`src/rtl/perf_counter_sampler.sv`:
```
// Sweeps performance-counter slots 1..NUM_COUNTERS on a start pulse or periodic tick,
// captures each slot's read data (optionally clearing it) and streams it out valid/ready.
module perf_counter_sampler #(
  parameter int NUM_COUNTERS = 12,
  parameter int PERIOD       = 1024,
  parameter int MISSED_WIDTH = 8
) (
  input  logic                    clk,
  input  logic                    rst_n,
  input  logic                    start,
  input  logic                    auto_en,
  input  logic                    clear_on_read,
  output logic [15:0]             counter_address,
  output logic                    counter_clear,
  input  logic [15:0]             counter_rdata,
  output logic                    sample_valid,
  input  logic                    sample_ready,
  output logic [15:0]             sample_data,
  output logic [3:0]              sample_index,
  output logic                    sample_last,
  output logic                    busy,
  output logic                    done,
  output logic [MISSED_WIDTH-1:0] missed_count
);

  // state  | meaning
  // S_IDLE | waiting for start or tick
  // S_READ | one cycle: drive slot address/clear, capture read data
  // S_OUT  | sample word presented until accepted
  typedef enum logic [1:0] {S_IDLE, S_READ, S_OUT} state_t;

  localparam int              TW        = $clog2(PERIOD);
  localparam logic [TW-1:0]   TIMER_MAX = TW'(PERIOD - 1);
  localparam logic [3:0]      LAST_IDX  = 4'(NUM_COUNTERS);

  state_t                  r_state;
  state_t                  w_state_nxt;
  logic [TW-1:0]           r_timer;
  logic [3:0]              r_idx;
  logic                    r_clr_mode;
  logic [15:0]             r_sample_data;
  logic [3:0]              r_sample_index;
  logic                    r_sample_last;
  logic                    r_done;
  logic [MISSED_WIDTH-1:0] r_missed;

  logic                    w_tick;
  logic                    w_trigger;
  logic                    w_busy;
  logic                    w_accept;
  logic [15:0]             w_slot_addr;

  assign w_tick      = auto_en & (r_timer == TIMER_MAX);
  assign w_trigger   = start | w_tick;
  assign w_busy      = (r_state != S_IDLE);
  assign w_accept    = (r_state == S_OUT) & sample_ready;
  // Slots occupy descending 16-bit words from the top of the address space.
  assign w_slot_addr = 16'hFFFE - {11'd0, r_idx - 4'd1, 1'b0};

  always_ff @(posedge clk) begin
    if (!rst_n) begin
      r_state <= S_IDLE;
    end else begin
      r_state <= w_state_nxt;
    end
  end

  always_comb begin
    w_state_nxt = r_state;
    case (r_state)
      S_IDLE: if (w_trigger) w_state_nxt = S_READ;
      S_READ: w_state_nxt = S_OUT;
      S_OUT:  if (w_accept) w_state_nxt = r_sample_last ? S_IDLE : S_READ;
      default: w_state_nxt = S_IDLE;
    endcase
  end

  always_ff @(posedge clk) begin
    if (!rst_n) begin
      r_timer        <= '0;
      r_idx          <= '0;
      r_clr_mode     <= 1'b0;
      r_sample_data  <= '0;
      r_sample_index <= '0;
      r_sample_last  <= 1'b0;
      r_done         <= 1'b0;
      r_missed       <= '0;
    end else begin
      if (!auto_en || r_timer == TIMER_MAX) begin
        r_timer <= '0;
      end else begin
        r_timer <= r_timer + TW'(1);
      end

      r_done <= w_accept & r_sample_last;

      if (w_trigger && w_busy && !(&r_missed)) begin
        r_missed <= r_missed + MISSED_WIDTH'(1);
      end

      case (r_state)
        S_IDLE: begin
          if (w_trigger) begin
            r_idx      <= 4'd1;
            r_clr_mode <= clear_on_read;
          end
        end
        S_READ: begin
          r_sample_data  <= counter_rdata;
          r_sample_index <= r_idx;
          r_sample_last  <= (r_idx == LAST_IDX);
        end
        S_OUT: begin
          if (w_accept && !r_sample_last) begin
            r_idx <= r_idx + 4'd1;
          end
        end
        default: ;
      endcase
    end
  end

  assign counter_address = (r_state == S_READ) ? w_slot_addr : 16'h0000;
  assign counter_clear   = (r_state == S_READ) & r_clr_mode;
  assign sample_valid    = (r_state == S_OUT);
  assign sample_data     = r_sample_data;
  assign sample_index    = r_sample_index;
  assign sample_last     = r_sample_last;
  assign busy            = w_busy;
  assign done            = r_done;
  assign missed_count    = r_missed;

endmodule

```
`config.mk`:
```
export PLATFORM = sky130hd
export DESIGN_NAME = perf_counter_sampler
export DESIGN_NICKNAME = d
export VERILOG_FILES = /design/src/rtl/perf_counter_sampler.sv
export SDC_FILE = /design/constraint.sdc
export NUM_CORES = 1
export LEC_CHECK = 0
export ABC_AREA = 1
export CAP_MARGIN = 20
export CORE_AREA = 10 10 85 87
export CTS_BUF_LIST = sky130_fd_sc_hd__clkbuf_16
export DETAILED_ROUTE_END_ITERATION = 7
export DIE_AREA = 0 0 95 97
export PLACE_DENSITY = 0.76
export RECOVER_POWER = 50
export SLEW_MARGIN = 20
export SYNTH_ARGS = -nofsm -noshare
export SYNTH_HDL_FRONTEND = slang
export SYNTH_SLANG_ARGS = --single-unit
```
`constraint.sdc`:
```
create_clock -name clk -period 1.2 [get_ports clk]
set_input_delay 0.24 -clock clk [delete_from_list [all_inputs] [get_ports clk]]
set_output_delay 0.24 -clock clk [all_outputs]
set_load 0.05 [all_outputs]
```
== Word level (Yosys, flattened, before mapping) ==
Index checks and enable logic that the tools add are counted.

* Input bits: 22
* Output and inout port bits: 49
* Logic and storage cells: 50
* Flip-flop bits (word level): 47

* Add/subtract/negate cells: 5
* Mux-type cells: 8
* Eq/ne operators: 7
* Bitwise gates (word level): 6
* Reductions and logical operators: 15

{| class="wikitable"
|+ Operators with widths
! kind !! count
|-
| 16-bit two-way mux || 1
|-
| 10-bit by 1-bit adder with 10-bit output, second input constant || 1
|-
| 10-bit == test, second input constant || 1
|-
| 8-bit by 1-bit adder with 8-bit output, second input constant || 1
|-
| 4-bit two-way mux || 2
|-
| 4-bit case mux with 2 select lines || 1
|-
| 8-bit AND reduction || 1
|-
| 2-bit by 6-bit subtractor with 7-bit output, first input constant || 1
|-
| 2-bit case mux with 3 select lines || 1
|-
| 4-bit by 1-bit adder with 4-bit output, second input constant || 1
|-
| 1-bit AND || 4
|-
| 4-bit == test, second input constant || 1
|-
| 2-bit two-way mux || 2
|-
| 2-bit by 1-bit inequality test with 1-bit output, second input constant || 2
|-
| 2-bit AND reduction || 2
|-
| 2-bit nonzero test || 2
|-
| 4-bit by 1-bit subtractor with 4-bit output, second input constant || 1
|-
| 1-bit logical AND || 3
|-
| 1-bit logical NOT || 3
|-
| 3-bit AND reduction || 1
|-
| 2-bit by 1-bit == test with 1-bit output, second input constant || 1
|-
| 2-bit == test, second input constant || 1
|-
| 2-bit logical NOT || 1
|-
| 2-bit inequality test, second input constant || 1
|-
| 5 further kinds || 5
|}

== Depth between registers and ports, before layout ==
* Depth in word-level cells: 5
* Mapped depth: 10
* Mapped depth without buffers: 10

== Worst setup path before layout ==
No wires, ideal clock.

* Path type: register -> output
* From: register r_state[0]
* To: output port counter_address[4]
* Slack: -1.009 ns
* Data arrival time: 1.969 ns
* Stages on the path, launching flop included: 6
* Buffers on the path: 1
* Data required time: 0.960 ns
* Cell sequence: dfxtp_1 inv_2 nor2_4 inv_2 buf_2 nor3_1

* Cells in the longest elaborated chain, start to end: 2

{| class="wikitable"
|+ Ends and longest elaborated chain
! what !! RTL line !! RTL
|-
| from (decl) || 36 || <nowiki>state_t r_state;</nowiki>
|-
| from (signal assigned) || 64 || <nowiki>r_state <= w_state_nxt;</nowiki>
|-
| 2-bit by 1-bit == test with 1-bit output || 123 || <nowiki>assign counter_address = (r_state == S_READ) ? w_slot_addr : 16'h0000;</nowiki>
|-
| 16-bit two-way mux || 123 ||
|-
| to (decl) || 13 || <nowiki>output logic [15:0] counter_address,</nowiki>
|}

No other way between the ends.

== Worst setup path after layout ==
* From: register r_state[0]
* To: register r_idx[3]

* Cells in the longest elaborated chain, start to end: 5
* Elaborated cells between the ends (all ways): 9
* Classes of those cells: eq/ne (3); mux (1); bitwise (1); reduce/logical (4)

{| class="wikitable"
|+ Ends and longest elaborated chain
! what !! RTL line !! RTL
|-
| 2-bit == test || 56, 101 ||
|-
| 1-bit AND || 56 || <nowiki>assign w_accept = (r_state == S_OUT) & sample_ready;</nowiki>
|-
| 1-bit logical AND || 114 || <nowiki>if (w_accept && !r_sample_last) begin</nowiki>
|-
| 2-bit by 1-bit inequality test with 1-bit output (no line) || -- ||
|-
| 3-bit AND reduction (no line) || -- ||
|-
| to (signal assigned) || 115 || <nowiki>r_idx <= r_idx + 4'd1;</nowiki>
|-
| to (decl) || 39 || <nowiki>logic [3:0] r_idx;</nowiki>
|}

Several ways; a longest one is shown, not always the timed one.
A chain may end at the register's enable or synchronous reset.

==> key figures <==
STA
  – Final setup viols: 64
  – Fmax: 600.3 MHz
  – Worst setup margin: -465.9 ps
  – Fin. max-slew vios: 0
  – RSZ-0062 raised after global routing: true
  – Tmin final: 1666 ps
  – Final hold vios: 0
  – Clk_skew: 6.834 ps
  – Part of the cycle the worst path needs: 138.8%

Setup path
  – Worst EP arrival: 1850 ps
  – CP max FO: 7
  – Reg2reg path depth: 8
  – Worst r2r dst: r_idx[3]$_SDFFE_PN0P_
  – CP required: 1380 ps
  – R2R Path Start: r_state[0]$_SDFFE_PN0P_
  – CP Capture Type: register
  – Critical path launch point type: register
  – R2r setup slk: -470 ps
  – Critical path class: reg -> reg

Finish
  – Area growth syn-to-layout: 109.7%
  – Number of fill cells in the layout: 235
  – Share of layout cells above drive strength 1: 60.00%
  – # nets final: 480
  – Fin util: 86.79%
  – ANT cells: 0
  – Post-Layout Cell Count: around 530

Synthesis
  – Syn Area/Cell: 7.329 µm²
  – Syn_nets: 335
  – Mapped Area: 2265 µm²
  – Yosys cell types: 34
  – Synth Instances: between 300 and 400
  – Synthesized flop and latch total: 47
  – Share of the yosys chip area belonging to registers: 41.55%
  – Ys Warns: 0

Global route
  – Global routing usage on met2: 36.03%
  – Initial antenna violation count: 0
  – Overflow after GRT: 0
  – Total track usage: 20.38%
  – Largest net degree at the start of global routing: 17
  – First-pass GRT wire length: 14,860 µm
  – Grt peak-use layer: met2
  – Vias in the first global route: 2,819
  – GR Layer Usage met1: 21.74%
  – Met3 usage: around 6.6%

Routing
  – Vias post-DR: 2,913
  – TritonRoute pass-1 iters: 5
  – Via/cell ratio: 5.528
  – Final ANT Viol Nets: 0
  – DRT iter0 DRCs: ~230
  – Routed WL: 11,890 µm
  – Avg WL per Cell: 22.57 µm
  – Residual DRC: 0

Status
  – Run status: finished, violations left
  – Failing checks: negative setup slack

Power
  – Total power per unit cell area: 1277 nW/µm²
  – Worst vdd ir: roughly 1200 µV
  – Leak: 2.036 nW

Floorplan
  – I/O pins: 71
  – Initial Util: approximately two fifths
  – Die H: between 90 and 100 µm
  – Rows: 27
  – Die width: between 90 and 100 µm
  – Die area: 9215 µm²
  – Placeable Area: 5473 µm²

CTS
  – Clk Latency, worst-skew pair: 300 ps
  – Clk root buf: clkbuf_16
  – Total CTS buffers: 5
  – Max H-tree Level: 2
  – Clk sinks: 47
  – CTS tree: built
  – Clock buffer depth: 2
  – Clock Pin Slew Worst Setup and Hold Paths: around 70 ps
  – Hold_buf cts: 0

Placement
  – Placed Cells: between 400 and 500
  – Port Buffers: 69
  – DP HPWL: 5506 µm
  – Final Wtd Congestion: 0.8319

Worst hold path
  – Hold Path Sink: sample_index[3]$_SDFFE_PN0P_
  – WHS Path Cells: 2
  – Hold/Removal Path Class: reg -> reg
  – HP Start: sample_index[3]$_SDFFE_PN0P_

Job
  – Max cap viols: 0
-- through the flow --
step / instance area [µm²] / setup WS (ps) / TNS [ps] / hold WS (ps) / power, mW
3_5_place_dp: 3925 / -351.2 / -7571 / 467.0 / 4.004
4_1_cts: 4524 / -444.6 / -8966 / 480.0 / 5.729
3_3_place_gp: 3925 / -272.3 / -6153 / 454.5 / 3.956
6_report: 4750 / -465.9 / -17580 / 482.2 / 6.065
5_1_grt: 4750 / -513.6 / -19720 / 495.8 / 6.230
2_1_floorplan: 2414 / -236.5 / -3145 / 374.9 / 2.928
-- Yosys cell counts (all sizes together) --
library cell  count  share of area [%]
a21oi            18                4.1
a31oi             2               0.55
buf              18                5.7
clkbuf            2               0.33
conb              1               0.17
dfxtp            47                 42
ha                4                2.2
inv              35                5.8
nand2            52                9.4
nand3            15                4.2
nand4             7                2.6
nor2             72                 14
nor3              6                1.8
nor3b             1               0.33
nor4              2               0.55
o211ai            1               0.33
o21a              1               0.33
o21ai            20                4.4
or2               1               0.28
xnor2             2               0.77
xor2              2               0.77
-- area by class of cell --
class	count	area, µm²	area share (%)
timing repair buffer	157	1858	39.12
multi-input combinational	208	1521	32.03
sequential	47	973.4	20.50
inverter	35	158.9	3.346
clock buffer	5	125.1	2.634
tap	72	90.09	1.897
clock inverter	3	22.52	0.4742
-- how the worst max path moves through the flow --
stage / cells after the start / slack, ps / end / startpoint
after floorplan: 5 / -240 / counter_address[4] / r_state[0]$_SDFFE_PN0P_
after global placement: 6 / -270 / missed_count[0]$_SDFFE_PN0P_ / auto_en
after detailed placement: 6 / -350 / missed_count[4]$_SDFFE_PN0P_ / auto_en
after CTS: 5 / -440 / counter_address[3] / r_idx[1]$_SDFFE_PN0P_
after global routing: 8 / -510 / r_idx[3]$_SDFFE_PN0P_ / r_state[0]$_SDFFE_PN0P_
final: 8 / -470 / r_idx[3]$_SDFFE_PN0P_ / r_state[0]$_SDFFE_PN0P_
-- cell usage in the layout, fill, tap and decap left out, types with 3 or more instances in the layout --
cell / synthesis / routed
ha_4: 0 / 3
nand3_4: 0 / 3
nor2_2: 2 / 22
nand4_1: 6 / 6
buf_2: 4 / 3
a21oi_1: 17 / 8
buf_12: 0 / 38
nand2_1: 47 / 33
nor2_1: 65 / 36
clkbuf_16: 0 / 6
a21oi_2: 1 / 8
buf_4: 12 / 52
inv_6: 0 / 3
dfxtp_4: 0 / 6
inv_1: 28 / 23
nor3_4: 0 / 3
nand3_2: 4 / 8
inv_2: 7 / 5
buf_6: 0 / 31
clkdlybuf4s50_1: 0 / 21
nand2_4: 1 / 7
dfxtp_1: 47 / 33
nand3_1: 11 / 4
inv_4: 0 / 4
o21ai_1: 17 / 7
nor2_4: 5 / 14
clkbuf_4: 0 / 8
dfxtp_2: 0 / 8
nand2_2: 4 / 12
o21ai_2: 0 / 11
-- registers in the layout, summed over array words and instances, names as in the netlist --
register and cells:
r_state 2, r_timer 10, r_idx 4, sample_data 16, sample_last 1, missed_count 8
done 1, r_clr_mode 1, sample_index 4
-- report_power, final --
| part | internal (mW) | leakage, nW | switching [mW] | total [mW] |
|---|---|---|---|---|
| Sequential | 1.69 | 0.392 | 0.149 | 1.84 |
| Clock | 0.786 | 0.0746 | 0.686 | 1.47 |
| Combinational | 1.25 | 1.57 | 1.51 | 2.76 |
-- metal layers --
layer | wire length [µm] | up-vias
li1 | - | 1264
met1 | 4214 | 1390
met2 | 5988 | 186
met3 | 920 | 73
met4 | 769 | 0
met5 | 0 | -
-- critical path: stages (launching register included) --
cell and delay (ps):
dfxtp_4 360, buf_4 130, buf_6 130, nor2_4 180, buf_6 140, nand3_4 130
buf_4 190, a21oi_1 180, nor2_1 90
-- logic make-up (layout without fill, tap and decap cells) --
kind of cell | after synthesis | after routing | synth area share, %
and+or+nand+nor | 156 | 157 | 32.93
buffers and inverters | 55 | 200 | 11.82
DFF | 47 | 47 | 41.55
AOI/OAI and AO/OA | 42 | 42 | 9.779
adders and majority gates | 4 | 4 | 2.210
xor gates and xnor gates | 4 | 4 | 1.547
other | 1 | 1 | 0.1656
-- timing repair --
action,CTS,global route
setup endpoints to repair,43,67
pin swaps,27,29
cloned,3,1
gates resized for setup,71,79
buffers inserted,19,24
No activity file was read; power rests on OpenSTA's default activity.
